[src/rtl/data_memory_bx.sv]
// Byte-addressable data memory for the load/store stage: byte/half/word access,
// one-cycle registered response, error flagging and optional post-reset clear.
module data_memory_bx #(
  parameter int unsigned DEPTH          = 128,
  parameter int unsigned ADDR_W         = 32,
  parameter bit          CLEAR_ON_RESET = 1'b1
) (
  input  logic              clk,
  input  logic              reset,
  input  logic              req_valid,
  output logic              req_ready,
  input  logic              req_we,
  input  logic [1:0]        req_size,
  input  logic              req_unsigned,
  input  logic [ADDR_W-1:0] req_addr,
  input  logic [31:0]       req_wdata,
  output logic              rsp_valid,
  output logic [31:0]       rsp_rdata,
  output logic              rsp_err,
  output logic              clear_done
);

  localparam int unsigned IDX_W = $clog2(DEPTH);
  localparam logic [ADDR_W:0] Limit = (ADDR_W+1)'(4 * DEPTH);

  typedef enum logic {StClear, StIdle} state_e;

  state_e             state_q, state_d;
  logic [IDX_W-1:0]   cnt_q, cnt_d;
  logic               clr_we;
  logic [31:0]        mem [DEPTH];

  logic               accept, req_err, wr_en;
  logic [1:0]         lane;
  logic [IDX_W-1:0]   idx;
  logic [3:0]         be;
  logic [31:0]        wdata_lanes;
  logic [31:0]        rword, load_data;
  logic [7:0]         byte_sel;
  logic [15:0]        half_sel;

  logic               rsp_valid_q, rsp_err_q;
  logic [31:0]        rsp_rdata_q;

  always_ff @(posedge clk) begin
    if (reset) begin
      state_q <= CLEAR_ON_RESET ? StClear : StIdle;
      cnt_q   <= '0;
    end else begin
      state_q <= state_d;
      cnt_q   <= cnt_d;
    end
  end

  always_comb begin
    state_d = state_q;
    cnt_d   = cnt_q;
    clr_we  = 1'b0;
    unique case (state_q)
      StClear: begin
        clr_we = 1'b1;
        cnt_d  = cnt_q + 1'b1;
        if (cnt_q == IDX_W'(DEPTH - 1)) state_d = StIdle;
      end
      StIdle: ;
      default: state_d = StIdle;
    endcase
  end

  assign req_ready  = (state_q == StIdle) & ~reset;
  assign clear_done = (state_q == StIdle) & ~reset;
  assign accept     = req_valid & req_ready;

  assign lane = req_addr[1:0];
  assign idx  = req_addr[IDX_W+1:2];

  always_comb begin
    req_err = 1'b0;
    unique case (req_size)
      2'b00:   req_err = 1'b0;
      2'b01:   req_err = req_addr[0];
      2'b10:   req_err = |req_addr[1:0];
      default: req_err = 1'b1;
    endcase
    if ({1'b0, req_addr} >= Limit) req_err = 1'b1;
  end

  assign wr_en = accept & req_we & ~req_err;

  // Replicate store data across lanes so the byte enables alone pick placement.
  always_comb begin
    be          = 4'b0000;
    wdata_lanes = req_wdata;
    unique case (req_size)
      2'b00: begin
        be          = 4'b0001 << lane;
        wdata_lanes = {4{req_wdata[7:0]}};
      end
      2'b01: begin
        be          = lane[1] ? 4'b1100 : 4'b0011;
        wdata_lanes = {2{req_wdata[15:0]}};
      end
      2'b10:   be = 4'b1111;
      default: be = 4'b0000;
    endcase
  end

  always_ff @(posedge clk) begin
    if (!reset) begin
      if (clr_we) begin
        mem[cnt_q] <= '0;
      end else if (wr_en) begin
        for (int b = 0; b < 4; b++) begin
          if (be[b]) mem[idx][8*b +: 8] <= wdata_lanes[8*b +: 8];
        end
      end
    end
  end

  assign rword    = mem[idx];
  assign byte_sel = rword[{lane, 3'b000} +: 8];
  assign half_sel = lane[1] ? rword[31:16] : rword[15:0];

  always_comb begin
    load_data = '0;
    unique case (req_size)
      2'b00:   load_data = {{24{~req_unsigned & byte_sel[7]}}, byte_sel};
      2'b01:   load_data = {{16{~req_unsigned & half_sel[15]}}, half_sel};
      2'b10:   load_data = rword;
      default: load_data = '0;
    endcase
  end

  always_ff @(posedge clk) begin
    if (reset) begin
      rsp_valid_q <= 1'b0;
      rsp_err_q   <= 1'b0;
      rsp_rdata_q <= '0;
    end else begin
      rsp_valid_q <= accept;
      rsp_err_q   <= accept & req_err;
      rsp_rdata_q <= (accept & ~req_we & ~req_err) ? load_data : '0;
    end
  end

  // Gate with reset so outputs are zero from the very cycle reset rises.
  assign rsp_valid = rsp_valid_q & ~reset;
  assign rsp_err   = rsp_err_q & ~reset;
  assign rsp_rdata = reset ? '0 : rsp_rdata_q;

endmodule
[config.mk]
export PLATFORM = sky130hd
export DESIGN_NAME = data_memory_bx
export DESIGN_NICKNAME = d
export VERILOG_FILES = /design/src/rtl/data_memory_bx.sv
export SDC_FILE = /design/constraint.sdc
export NUM_CORES = 2
export LEC_CHECK = 0
export ABC_CLOCK_PERIOD_IN_PS = 9300
export CAP_MARGIN = 20
export CORE_UTILIZATION = 41
export CTS_BUF_LIST = sky130_fd_sc_hd__clkbuf_8
export CTS_CLUSTER_SIZE = 10
export DETAILED_ROUTE_END_ITERATION = 8
export GPL_TIMING_DRIVEN = 1
export PLACE_DENSITY = 0.55
export SETUP_SLACK_MARGIN = 0.5
export SLEW_MARGIN = 20
export SYNTH_ARGS = -nofsm -noshare
export SYNTH_HDL_FRONTEND = slang
export SYNTH_SLANG_ARGS = --single-unit
[constraint.sdc]
create_clock -name clk -period 9.3 [get_ports clk]
set_input_delay 1.86 -clock clk [delete_from_list [all_inputs] [get_ports clk]]
set_output_delay 1.86 -clock clk [all_outputs]
set_load 0.05 [all_outputs]
==> run summary <==
Max-slew headroom: 14.4%
worst flop-to-flop path startpoint: state_q$_SDFF_PP0_
Async SR Flop Fraction: 0%
first-pass GRT wire length: 647 mm
DR iter-0 viols: 9,402
Post-CTS Hold Buffers: 0
crit path DAT: 7.23 ns
RSZ-0062 raised after global routing: no
die width: 629 um
Core ar.: 390,000 um2
Setup-failing EPs final: 0
chip height: 629 um
Fin. Hold Viols: 0
Hold/Removal Path Class: flip-flop to flip-flop
# port buffers: 106
Crit. End Element: flip-flop
root buf cell: clkbuf_8
Slew Limit Fails: 0
setup_tns: 0 ns
sw frac: 22.3%
post-CTS setup buffers: 0
register bit count reported by yosys: 4,138
worst reg2reg path depth: 8
Via density: 5.83
DR pass1 iterations: 5
Clock Sinks: 4,138
Post-synth EDFFs: 4,096
Post-Syn Area per Cell: 21.5 um2
syn nets: 7,562
Routed WL per cell: 33.5 um
post-cts resize count: 0
io pins: 107
leakage: 61.0 nW
ratio of cells with drive above 1 in the final layout: 26.6%
clk buf depth: 4
placement row count: 229
Reg power frac: 55.8%
Antenna Nets Post-Route: 0
mux share of post-synthesis cell area: 16.6%
Area after DPL: 169,000 um2
worst setup path class: input pin to flip-flop
peak supply drop: 153 uV
Num CTS Buffers: 671
Synth Cell Area: 161,000 um2
power per cell area: 200 nW/um2
fin nets: 8,084
required time worst endpoint: 10.09 ns
HPWL Detailed: 284 mm
Int Pwr: 0.0281 W
largest net degree at the start of global routing: 129
post-synthesis sequential area ratio: 76.9%
total track usage: 23.1%
max cap viols: 0
Worst Skew: 0.0885 ns
Synth Area in Adders: 0.00777%
GRT overflow: 0
post-synth cell types: 63
minimum clock period: 6.44 ns
reg2reg end: mem[60][11]$_DFFE_PP_
startpoint types: input pin
Ys Warns: 0
initial antenna violation count: 33
period utilization: 69.3%
Starting Density: 41.3%
CP Launch Point: req_size[0]
clock slew seen by the registers of the worst setup and hold paths: 0.06 ns
Routability Congestion: 0.882
Reg2Reg Setup Slack: 4.12 ns
Vias: 80,426
Critical Path Sink: mem[76][28]$_DFFE_PP_
Cells after Synth: 7,490
Gate power share: 3.4%
Most used DFF post-synth: edfxtp_1
vias in the first global route: 82,152
Die Area: 395,000 um2
pin slew with the least headroom to its limit: 1.27 ns
Sw Pwr: 0.00810 W
Clk Latency, worst-skew pair: 1.21 ns
XOR/XNOR share of the synthesized area: 0.0272%
Clk pwr share: 40.8%
area share of and/or/nand/nor cells after synthesis: 2.84%
TritonCTS clock tree: done
outcome: finished clean
CP max FO: 40
DR DRC count: 0
Synth Area in Compound Gates: 2.08%
largest family of logic cells by synthesized area: multiplexers
final wirelength: 463 mm
fmax: 155 MHz
Syn-to-layout area delta: 12.8%
Design Area, Final: 182,000 um2
# H-tree levels: 6
==> synth_stat cells, types with 3 or more instances <==
cell type | count | share of area [%]
nand4_1 | 24 | 0.093
buf_6 | 17 | 0.12
buf_4 | 59 | 0.28
mux2_2 | 8 | 0.056
a211oi_1 | 29 | 0.14
clkbuf_1 | 206 | 0.48
edfxtp_1 | 4096 | 76
and3_1 | 3 | 0.012
nor4_1 | 16 | 0.062
o22ai_1 | 69 | 0.27
mux2i_1 | 237 | 1.5
buf_1 | 41 | 0.096
dfxtp_1 | 42 | 0.52
nor3b_1 | 3 | 0.014
nand2b_1 | 24 | 0.093
mux4_2 | 1080 | 15
o211ai_1 | 6 | 0.028
nand3b_1 | 6 | 0.028
a41oi_1 | 7 | 0.038
nor3_1 | 67 | 0.21
nand3_1 | 70 | 0.22
o21ai_1 | 3 | 0.0093
a22o_1 | 15 | 0.082
xor2_1 | 3 | 0.016
a221oi_1 | 10 | 0.054
nor2_1 | 577 | 1.3
a31oi_1 | 20 | 0.078
o31ai_1 | 3 | 0.014
o21ai_0 | 19 | 0.059
a21oi_1 | 81 | 0.25
nand2_1 | 144 | 0.34
nor2b_1 | 62 | 0.24
or2_2 | 24 | 0.093
and2_1 | 14 | 0.054
a21o_1 | 18 | 0.084
a22oi_1 | 188 | 0.88
inv_1 | 18 | 0.042
buf_2 | 150 | 0.47
==> layer usage <==
| layer | vias to the layer above | global-route usage, % | part of all wire (%) |
|---|---|---|---|
| met2 | 3682 | 37.0 | 48 |
| met1 | 43437 | 31.4 | 40 |
| met3 | 756 | 4.14 | 7.5 |
| li1 | 32547 | - | - |
| met5 | - | 0 | 0.0050 |
| met4 | 4 | 9.55 | 4.3 |
==> layout by cell type, fill, tap and decap left out, types with 91 or more instances in the layout <==
| master | synthesis | layout |
|---|---|---|
| clkbuf_8 | 0 | 695 |
| nand2_1 | 144 | 141 |
| edfxtp_1 | 4096 | 4096 |
| clkinv_1 | 0 | 175 |
| buf_4 | 59 | 182 |
| mux4_2 | 1080 | 1080 |
| a22oi_1 | 188 | 188 |
| clkdlybuf4s50_1 | 0 | 97 |
| inv_1 | 18 | 211 |
| mux2i_1 | 237 | 237 |
| clkinv_2 | 0 | 91 |
| nor2_1 | 577 | 557 |
==> through the flow <==
step	utilization (%)	std cells	total power (W)	worst slack (ns)	hold slack [ns]
after global routing	46.5	13794	0.0373	2.87	0.667
final	46.5	13805	0.0362	2.86	0.622
after CTS	46.5	13744	0.0365	2.87	0.601
after floorplan	-	7490	0.0213	1.22	0.522
after detailed placement	43.3	12534	0.0219	1.61	0.591
after global placement	43.3	12533	0.0219	1.34	0.579
==> worst min-delay path by stage <==
stage,end,slack (ns),depth (start not counted),from
CTS,cnt_q[3]$_SDFFE_PP0N_,0.60,2,cnt_q[3]$_SDFFE_PP0N_
global route,cnt_q[3]$_SDFFE_PP0N_,0.67,2,cnt_q[3]$_SDFFE_PP0N_
floorplan,cnt_q[3]$_SDFFE_PP0N_,0.52,2,cnt_q[3]$_SDFFE_PP0N_
detailed placement,cnt_q[3]$_SDFFE_PP0N_,0.59,2,cnt_q[3]$_SDFFE_PP0N_
global placement,cnt_q[3]$_SDFFE_PP0N_,0.58,2,cnt_q[3]$_SDFFE_PP0N_
finish,cnt_q[3]$_SDFFE_PP0N_,0.62,2,cnt_q[3]$_SDFFE_PP0N_
==> flip-flops by register name (all words and copies together), names as in the netlist <==
signal,cells
rsp_err_q,1
rsp_valid_q,1
rsp_rdata_q,32
cnt_q,7
state_q,1
mem,4096
==> power by group through the flow <==
stage,registers [W],clock network [W],logic [W]
CTS,0.0202,0.0150,0.00125
global placement,0.0206,0,0.00124
finish,0.0202,0.0148,0.00125
detailed placement,0.0206,0,0.00125
global route,0.0202,0.0158,0.00129
floorplan,0.0206,0,0.000727
==> kinds of logic (layout without fill, tap and decap cells) <==
group | Yosys count | count (layout)
buf+inv | 493 | 1552
other cells | 0 | 59
mux | 1325 | 1325
fa+ha+maj | 1 | 1
flops | 4138 | 4138
compound gates | 486 | 486
xor+xnor | 5 | 5
simple gates | 1042 | 1042
==> final cells by class <==
class / instances / area [um2]
Fill cell: 32241 / 208000
Sequential cell: 4138 / 124000
Multi-Input combinational cell: 2859 / 35500
Clock buffer: 695 / 9570
Tap cell: 5197 / 6500
Timing Repair Buffer: 323 / 3150
Clock inverter: 515 / 2770
Antenna cell: 59 / 148
Inverter: 19 / 71.3
==> worst max-delay path, stage by stage <==
cell,delay [ns]
clkdlybuf4s50_1,0.46
buf_4,0.29
nand2b_1,0.22
o221ai_1,0.85
nor3_2,0.32
nand3_4,0.20
buf_4,0.55
nand3b_1,0.14
o21ai_0,0.40
nand2_2,0.76
buf_4,0.49
nor2_1,0.59
Note: power is estimated with default switching activity, not from simulation.
